$ cat config.mk
export PLATFORM = sky130hd
export DESIGN_NAME = hex_rate_controller
export DESIGN_NICKNAME = d
export VERILOG_FILES = /design/src/rtl/hex_rate_controller.sv
export SDC_FILE = /design/constraint.sdc
export NUM_CORES = 1
export LEC_CHECK = 0
export ABC_AREA = 1
export CORE_ASPECT_RATIO = 0.9
export CORE_MARGIN = 2
export CORE_UTILIZATION = 45
export DETAILED_ROUTE_END_ITERATION = 8
export PLACE_DENSITY = 0.73
export SYNTH_ARGS = -nofsm -noshare
export SYNTH_HDL_FRONTEND = slang
export SYNTH_SLANG_ARGS = --single-unit
$ cat constraint.sdc
create_clock -name i_clk -period 1.8 [get_ports i_clk]
set_clock_uncertainty 0.2 [all_clocks]
set_input_delay 0.36 -clock i_clk [delete_from_list [all_inputs] [get_ports i_clk]]
set_output_delay 0.36 -clock i_clk [all_outputs]
set_load 0.02 [all_outputs]
$ cat src/rtl/hex_rate_controller.sv
// rtl/hex_rate_controller.sv - rate divider and sequencer FSM driving the HEX0 counter enable tick
module hex_rate_controller #(
    parameter int          WIDTH   = 28,
    parameter int unsigned PERIOD1 = 49999999,
    parameter int unsigned PERIOD2 = 99999999,
    parameter int unsigned PERIOD3 = 199999999
) (
    input  logic             i_clk,
    input  logic             i_reset,
    input  logic             i_sel_valid,
    output logic             o_sel_ready,
    input  logic [1:0]       i_sel_speed,
    input  logic             i_run,
    input  logic             i_step,
    output logic             o_tick,
    output logic [WIDTH-1:0] o_count,
    output logic [1:0]       o_state,
    output logic [1:0]       o_speed
);

    typedef enum logic [1:0] {
        ST_IDLE  = 2'b00,
        ST_LOAD  = 2'b01,
        ST_COUNT = 2'b10
    } state_t;

    state_t           r_state;
    logic [WIDTH-1:0] r_count;
    logic [1:0]       r_speed;
    logic             r_tick;
    logic             w_accept;

    // Reload value for a speed code; speed 0 reloads 0 so it ticks every cycle.
    function automatic logic [WIDTH-1:0] period(input logic [1:0] s);
        case (s)
            2'd1:    period = WIDTH'(PERIOD1);
            2'd2:    period = WIDTH'(PERIOD2);
            2'd3:    period = WIDTH'(PERIOD3);
            default: period = '0;
        endcase
    endfunction

    // A speed change is only refused during the single LOAD cycle.
    always_comb begin
        o_sel_ready = (r_state != ST_LOAD);
        w_accept    = i_sel_valid && o_sel_ready;
    end

    // Sequencer: speed changes restart the period via LOAD, run pauses/resumes, step pulses from IDLE.
    always_ff @(posedge i_clk or posedge i_reset) begin
        if (i_reset) begin
            r_state <= ST_IDLE;
            r_count <= '0;
            r_speed <= 2'd0;
            r_tick  <= 1'b0;
        end else begin
            r_tick <= 1'b0;
            case (r_state)
                ST_IDLE: begin
                    if (w_accept) begin
                        r_speed <= i_sel_speed;
                        r_state <= ST_LOAD;
                    end else if (i_run) begin
                        // count is held so a paused divider resumes mid-period
                        r_state <= ST_COUNT;
                    end else if (i_step) begin
                        r_tick <= 1'b1;
                    end
                end
                ST_LOAD: begin
                    r_count <= period(r_speed);
                    r_state <= i_run ? ST_COUNT : ST_IDLE;
                end
                ST_COUNT: begin
                    if (w_accept) begin
                        r_speed <= i_sel_speed;
                        r_state <= ST_LOAD;
                    end else if (!i_run) begin
                        r_state <= ST_IDLE;
                    end else if (r_count == '0) begin
                        // reload instead of wrapping; tick spacing is period+1
                        r_tick  <= 1'b1;
                        r_count <= period(r_speed);
                    end else begin
                        r_count <= r_count - WIDTH'(1);
                    end
                end
                default: begin
                    r_state <= ST_IDLE;
                end
            endcase
        end
    end

    assign o_tick  = r_tick;
    assign o_count = r_count;
    assign o_state = r_state;
    assign o_speed = r_speed;

endmodule
; Word level (Yosys, flattened, before mapping)
; Cells that the tools add are included.
[totals]
register_bits = 33
output_inout_bits = 34
wordCells = 41
[op_classes]
add_sub_neg = 1
n_eq_ne = 10
muxes = 18
reduce_logical = 8
[op_table]
columns = operator, count
row1 = 28-bit two-way mux, 3
row2 = 28-bit case mux with 3 select lines, 1
row3 = 28-bit case mux with 2 select lines, 1
row4 = 28-bit zero test, 1
row5 = "28-bit by 1-bit subtractor with 28-bit output, second input constant", 1
row6 = 2-bit two-way mux, 5
row7 = "2-bit == test, second input constant", 3
row8 = 1-bit two-way mux, 6
row9 = "3-bit != test, second input constant", 2
row10 = 2-bit case mux with 3 select lines, 1
row11 = "2-bit by 1-bit == test with 1-bit output, second input constant", 2
row12 = "2-bit != test, second input constant", 2
row13 = 2-bit AND reduction, 2
row14 = 3-bit AND reduction, 1
row15 = 2-bit zero test, 1
row16 = "2-bit by 1-bit != test with 1-bit output, second input constant", 1
row17 = 1-bit case mux with 2 select lines, 1
row18 = 2-bit nonzero test, 1
row19 = 2-bit OR reduction, 1
row20 = 1-bit logical AND, 1

; Longest topological paths before layout
[logic_depth]
ltp_word = 6
mapped_depth = 14
mapped_depth_nobuf = 13

; Worst setup path after synthesis
; Ideal clock, no wire load.
[synth_path]
path_kind = reg2reg
from = register r_count[0] (netlist: o_count[0])
to = register r_count[26] (netlist: o_count[26])
arrival_time_ns = 1.747
t_required_ns = 1.483
path_slack_ns = -0.264
stages_incl_launch_ff = 15
cell_sequence = dfrtp_1 > inv_1 > ha_1 > nand2_2 > nor2_4 > nand2_2 > nor2_2 > nand3_2 > nand2_2 > buf_6 > inv_4 > nand2_1 > nand2_1 > nand2_1 > nand2_1
[synth_between]
elab_chain_cells = 5
elab_cells_between_ends = 6
[synth_rtl]
columns = item, line_no
row1 = from (decl), 28  ; logic [WIDTH-1:0] r_count;
row2 = from (signal assigned), 71  ; r_count <= period(r_speed);
row3 = from (signal assigned), 83  ; r_count <= period(r_speed);
row4 = from (signal assigned), 85  ; r_count <= r_count - WIDTH'(1);
row5 = 28-bit by 1-bit subtractor with 28-bit output / 28-bit zero test (equally long branches), "85, 80"
row6 = 28-bit two-way mux *, 80  ; end else if (r_count == '0) begin
row7 = 28-bit two-way mux *, 78  ; end else if (!i_run) begin
row8 = 28-bit two-way mux *, 75  ; if (w_accept) begin
row9 = 28-bit case mux with 2 select lines *, 58  ; case (r_state)
; Every way passes the cells marked *; elsewhere a longest branch is shown, timed or not. The select of a mux whose other input is x is not followed.
; A chain may end at the register's enable or synchronous reset.

; Worst setup path after layout
[layout_path]
from = register r_count[5] (netlist: o_count[5])
to = register r_count[21] (netlist: o_count[21])
; The elaborated chain is that of the path after synthesis.

==> results.py <==
metrics = {
    "status": {
        "outcome": "complete, but fails checks",
        "violations_in_the_final_reports": "negative setup slack",
    },
    "yosys": {
        "synthesis_warning_total": 0,
        "synth.net_count": 375,
        "count_of_flip_flops_with_a_built_in_enable_after_synthesis": 0,
        "synth.top_cell.area_share": 0.3554,
        "syn-instance-count": 363,
        "yosys-top-cells-area": "dfrtp_1 36%, nand2_1 18%, nor2_1 13%",
        "synth_top_cell_by_area": "dfrtp_1",
        "sequential_share_of_the_synthesized_area": 0.3554,
        "synth_ff_type": "dfrtp_1",
        "synth.lib_cells_used.distinct": 29,
        "syn_area_um2": 2323,
        "async_flop_share": 1.000,
        "postSynthAreaPerCell_um2": 6.401,
        "yosys_register_bits": 33,
    },
    "routing": {
        "detail_route.first_pass.iterations": 5,
        "vias_per_cell": 5.550,
        "drt-total-wl_um": 9367,
        "drt_iter0_markers": 307,
        "route.detailed.drc": 0,
        "detail-route-antenna-nets": 0,
        "route.vias.total": 3119,
        "detail_route.wl_per_cell_um": 16.67,
    },
    "finish": {
        "postLayoutCellArea_um2": 4036,
        "area_occupied_by_registers_um2": 832.0,
        "area_taken_by_multi_input_logic_gates_um2": 1687,
        "drive_gt1_frac": 0.4044,
        "insertedDiodeCount": 0,
        "area.growth.synth_to_final_pct": 73.72,
        "filler_cell_count": 297,
        "finalNetCount": 508,
    },
    "sta": {
        "maxClockFrequency_ghz": 0.4802,
        "slew_viol_final": 0,
        "worst_pin_slew_ns": 0.4432,
        "postLayoutSetupSlackWorst_ns": -0.2824,
        "hold-worst-slack_ns": 0.2162,
        "timing_hold_violations_final": 0,
        "max_slew_headroom": 0.7014,
        "layout_worst_path_cycle_share": 1.157,
        "setup_viol": 28,
        "grt_setup_unrepaired": "true",
        "period_needed_ns": 2.082,
    },
    "critical_path": {
        "critical_path.cell_chain": "buf_6 -> nor2_4 -> buf_4 -> buf_6 -> nand2_1 -> nor2_2 -> nor3b_4 -> nand2_2 -> nor2_1 -> nor2_1 -> nand2_1 -> nand2_1 -> nand2_1",
        "critPathRequiredTime_ns": 1.83,
        "crit_path_max_cell_delay_ns": 0.43,
        "rrSetupSlack_ns": -0.28,
        "critical_path.endpoint_type": "flip-flop",
        "worst_setup_path_start_kind": "flip-flop",
        "critical_path.max_fanout": 2,
        "critical_path_buf_inv_count": 3,
        "critPathSlowestCell": "dfrtp_2",
        "worst_path_dominant_cell_family": "simple AND/OR/NAND/NOR gates",
        "most_numerous_cell_on_the_critical_path": "nand2_1",
        "criticalPathCategory": "flip-flop to flip-flop",
        "arrival_ns": 2.11,
    },
    "die": {
        "die-area_um2": 5755,
        "rows": 24,
        "die_height_um": 72.17,
        "die_w_um": 79.74,
        "io_pins": 41,
        "floorplan.initialDensity": 0.4718,
        "core_um2": 4925,
    },
    "grt": {
        "grt_overflow_total": 0,
        "grt_first_pass_wirelength_um": 13590,
        "grt_max_degree": 34,
        "number_of_global_route_vias_before_repair": 2901,
        "groute.usage.overall": 0.3044,
        "antenna_found_initial": 0,
    },
    "job": {
        "cap_viol_max_count": 0,
    },
    "hold_path": {
        "min_delay_worst_type": "input port to asynchronous set/reset pin",
    },
    "clocking": {
        "cts_tree": "yes",
        "numCtsBuffers": 5,
        "clk_root_buffer_cell": "clkbuf_8",
        "cts_max_level": 2,
        "clock-sinks": 33,
        "clk-insertion-delay-late_ns": 0.29,
        "clk_path_buf_depth": 2,
        "clkTransAtPathRegs_ns": 0.07,
        "cts-hold-fix-buffers": 0,
    },
    "place": {
        "dpl-instance-area_um2": 3388,
        "io_buffers": 40,
        "weighted_congestion_at_the_end_of_routability_driven_global_placement": 0.9397,
        "dpl.hpwl_um": 5433,
    },
    "power": {
        "power_density_nw_per_um2": 1011,
        "power.leakage_uw": 0.002058,
        "max-vdd-ir-drop_mv": 0.6461,
    },
}
==> cell usage after synthesis (2+ instances only) <==
cell / number
nand3_1: 9
nor2_1: 78
o21ai_1: 15
inv_1: 43
nand2_1: 113
nand4_1: 3
clkbuf_1: 2
xor2_1: 12
nor3_1: 4
dfrtp_1: 33
buf_4: 2
ha_1: 5
o21ai_0: 11
a21oi_1: 9
nand2_2: 6
nor2_2: 5
==> layout by cell type, fill, tap and decap left out, types with 3 or more instances in the layout <==
cell / count
buf_6: 16
o21ai_0: 5
dfrtp_2: 5
buf_12: 5
clkbuf_1: 3
nor2_2: 22
nand2_1: 93
clkdlybuf4s50_1: 7
ha_1: 4
a21oi_1: 6
o21ai_1: 8
a21oi_2: 3
nor2_4: 16
nor2_1: 46
nand3_1: 5
inv_1: 39
clkbuf_8: 5
nand2_4: 8
xor2_1: 11
nand4_1: 3
nand3_2: 4
dfrtp_1: 28
o21ai_2: 13
nand2_2: 17
dlygate4sd2_1: 30
buf_4: 70
==> layer usage <==
layer  up-vias  GRT usage  part of all wire
met3        75    0.05224             0.082
met2       223     0.5331              0.47
met4         0     0.1149             0.066
met5         -          0                 0
li1       1388          -                 -
met1      1433     0.3772              0.38
==> cells by family (layout without fill, tap and decap cells) <==
kind of cell,count (synthesis),in the layout,share of synthesized area
adders and majority gates,5,5,0.02693
xor gates and xnor gates,13,13,0.04900
buffers and inverters,50,184,0.08885
AOI/OAI and AO/OA,38,38,0.08455
and+or+nand+nor,224,224,0.3953
DFF,33,33,0.3554
==> power by group <==
part | switching [uW] | total [uW] | internal [uW]
clock network | 272 | 547 | 275
logic | 1410 | 2470 | 1050
registers | 157 | 1070 | 910
total | 1840 | 4080 | 2240
==> cell type report <==
type / count / area share
clock buffer: 8 / 0.01984
inverter: 44 / 0.04526
timing repair buffer: 132 / 0.2908
tap: 65 / 0.02015
multi-input combinational: 280 / 0.4179
sequential: 33 / 0.2061
==> flip-flops by register name (all words and copies together), names as in the netlist <==
name,count
o_state,2
o_speed,2
o_count,28
o_tick,1
==> worst min-delay path, stage by stage <==
cell and delay (ns):
clkdlybuf4s50_1 0.40, inv_1 0.09, buf_12 0.22
==> worst paths after layout <==
| kind | to | depth (start not counted) | from |
|---|---|---|---|
| max | o_count[21]$_DFFE_PP0P_ | 13 | o_count[5]$_DFFE_PP0P_ |
| min | o_count[23]$_DFFE_PP0P_ | 3 | i_reset |
| max reg2reg | o_count[21]$_DFFE_PP0P_ | 13 | o_count[5]$_DFFE_PP0P_ |
| min reg2reg | o_count[27]$_DFFE_PP0P_ | 2 | o_count[27]$_DFFE_PP0P_ |
| max in group asynchronous | o_count[0]$_DFFE_PP0P_ | 3 | i_reset |
| min in group i_clk | o_count[27]$_DFFE_PP0P_ | 2 | o_count[27]$_DFFE_PP0P_ |
==> through the flow <==
stage / worst slack (ns) / setup TNS [ns] / utilization / instances / total power [uW]
after global placement: -0.1780 / -3.648 / 0.6880 / 534 / 3066
after floorplan: -0.09392 / -1.350 / - / 363 / 2063
final: -0.2824 / -4.369 / 0.8196 / 562 / 4079
after detailed placement: -0.2308 / -4.870 / 0.6880 / 534 / 3106
after global routing: -0.3463 / -6.515 / 0.8196 / 562 / 4290
after CTS: -0.1017 / -1.598 / 0.7665 / 556 / 3741
==> repair_timing <==
action | in CTS | in global routing
resized for setup | 106 | 69
setup buffers | 15 | 7
pin swaps | 25 | 36
cloned | 0 | 0
endpoints found under the setup margin | 61 | 31
Power figures use the tool's default switching activity.
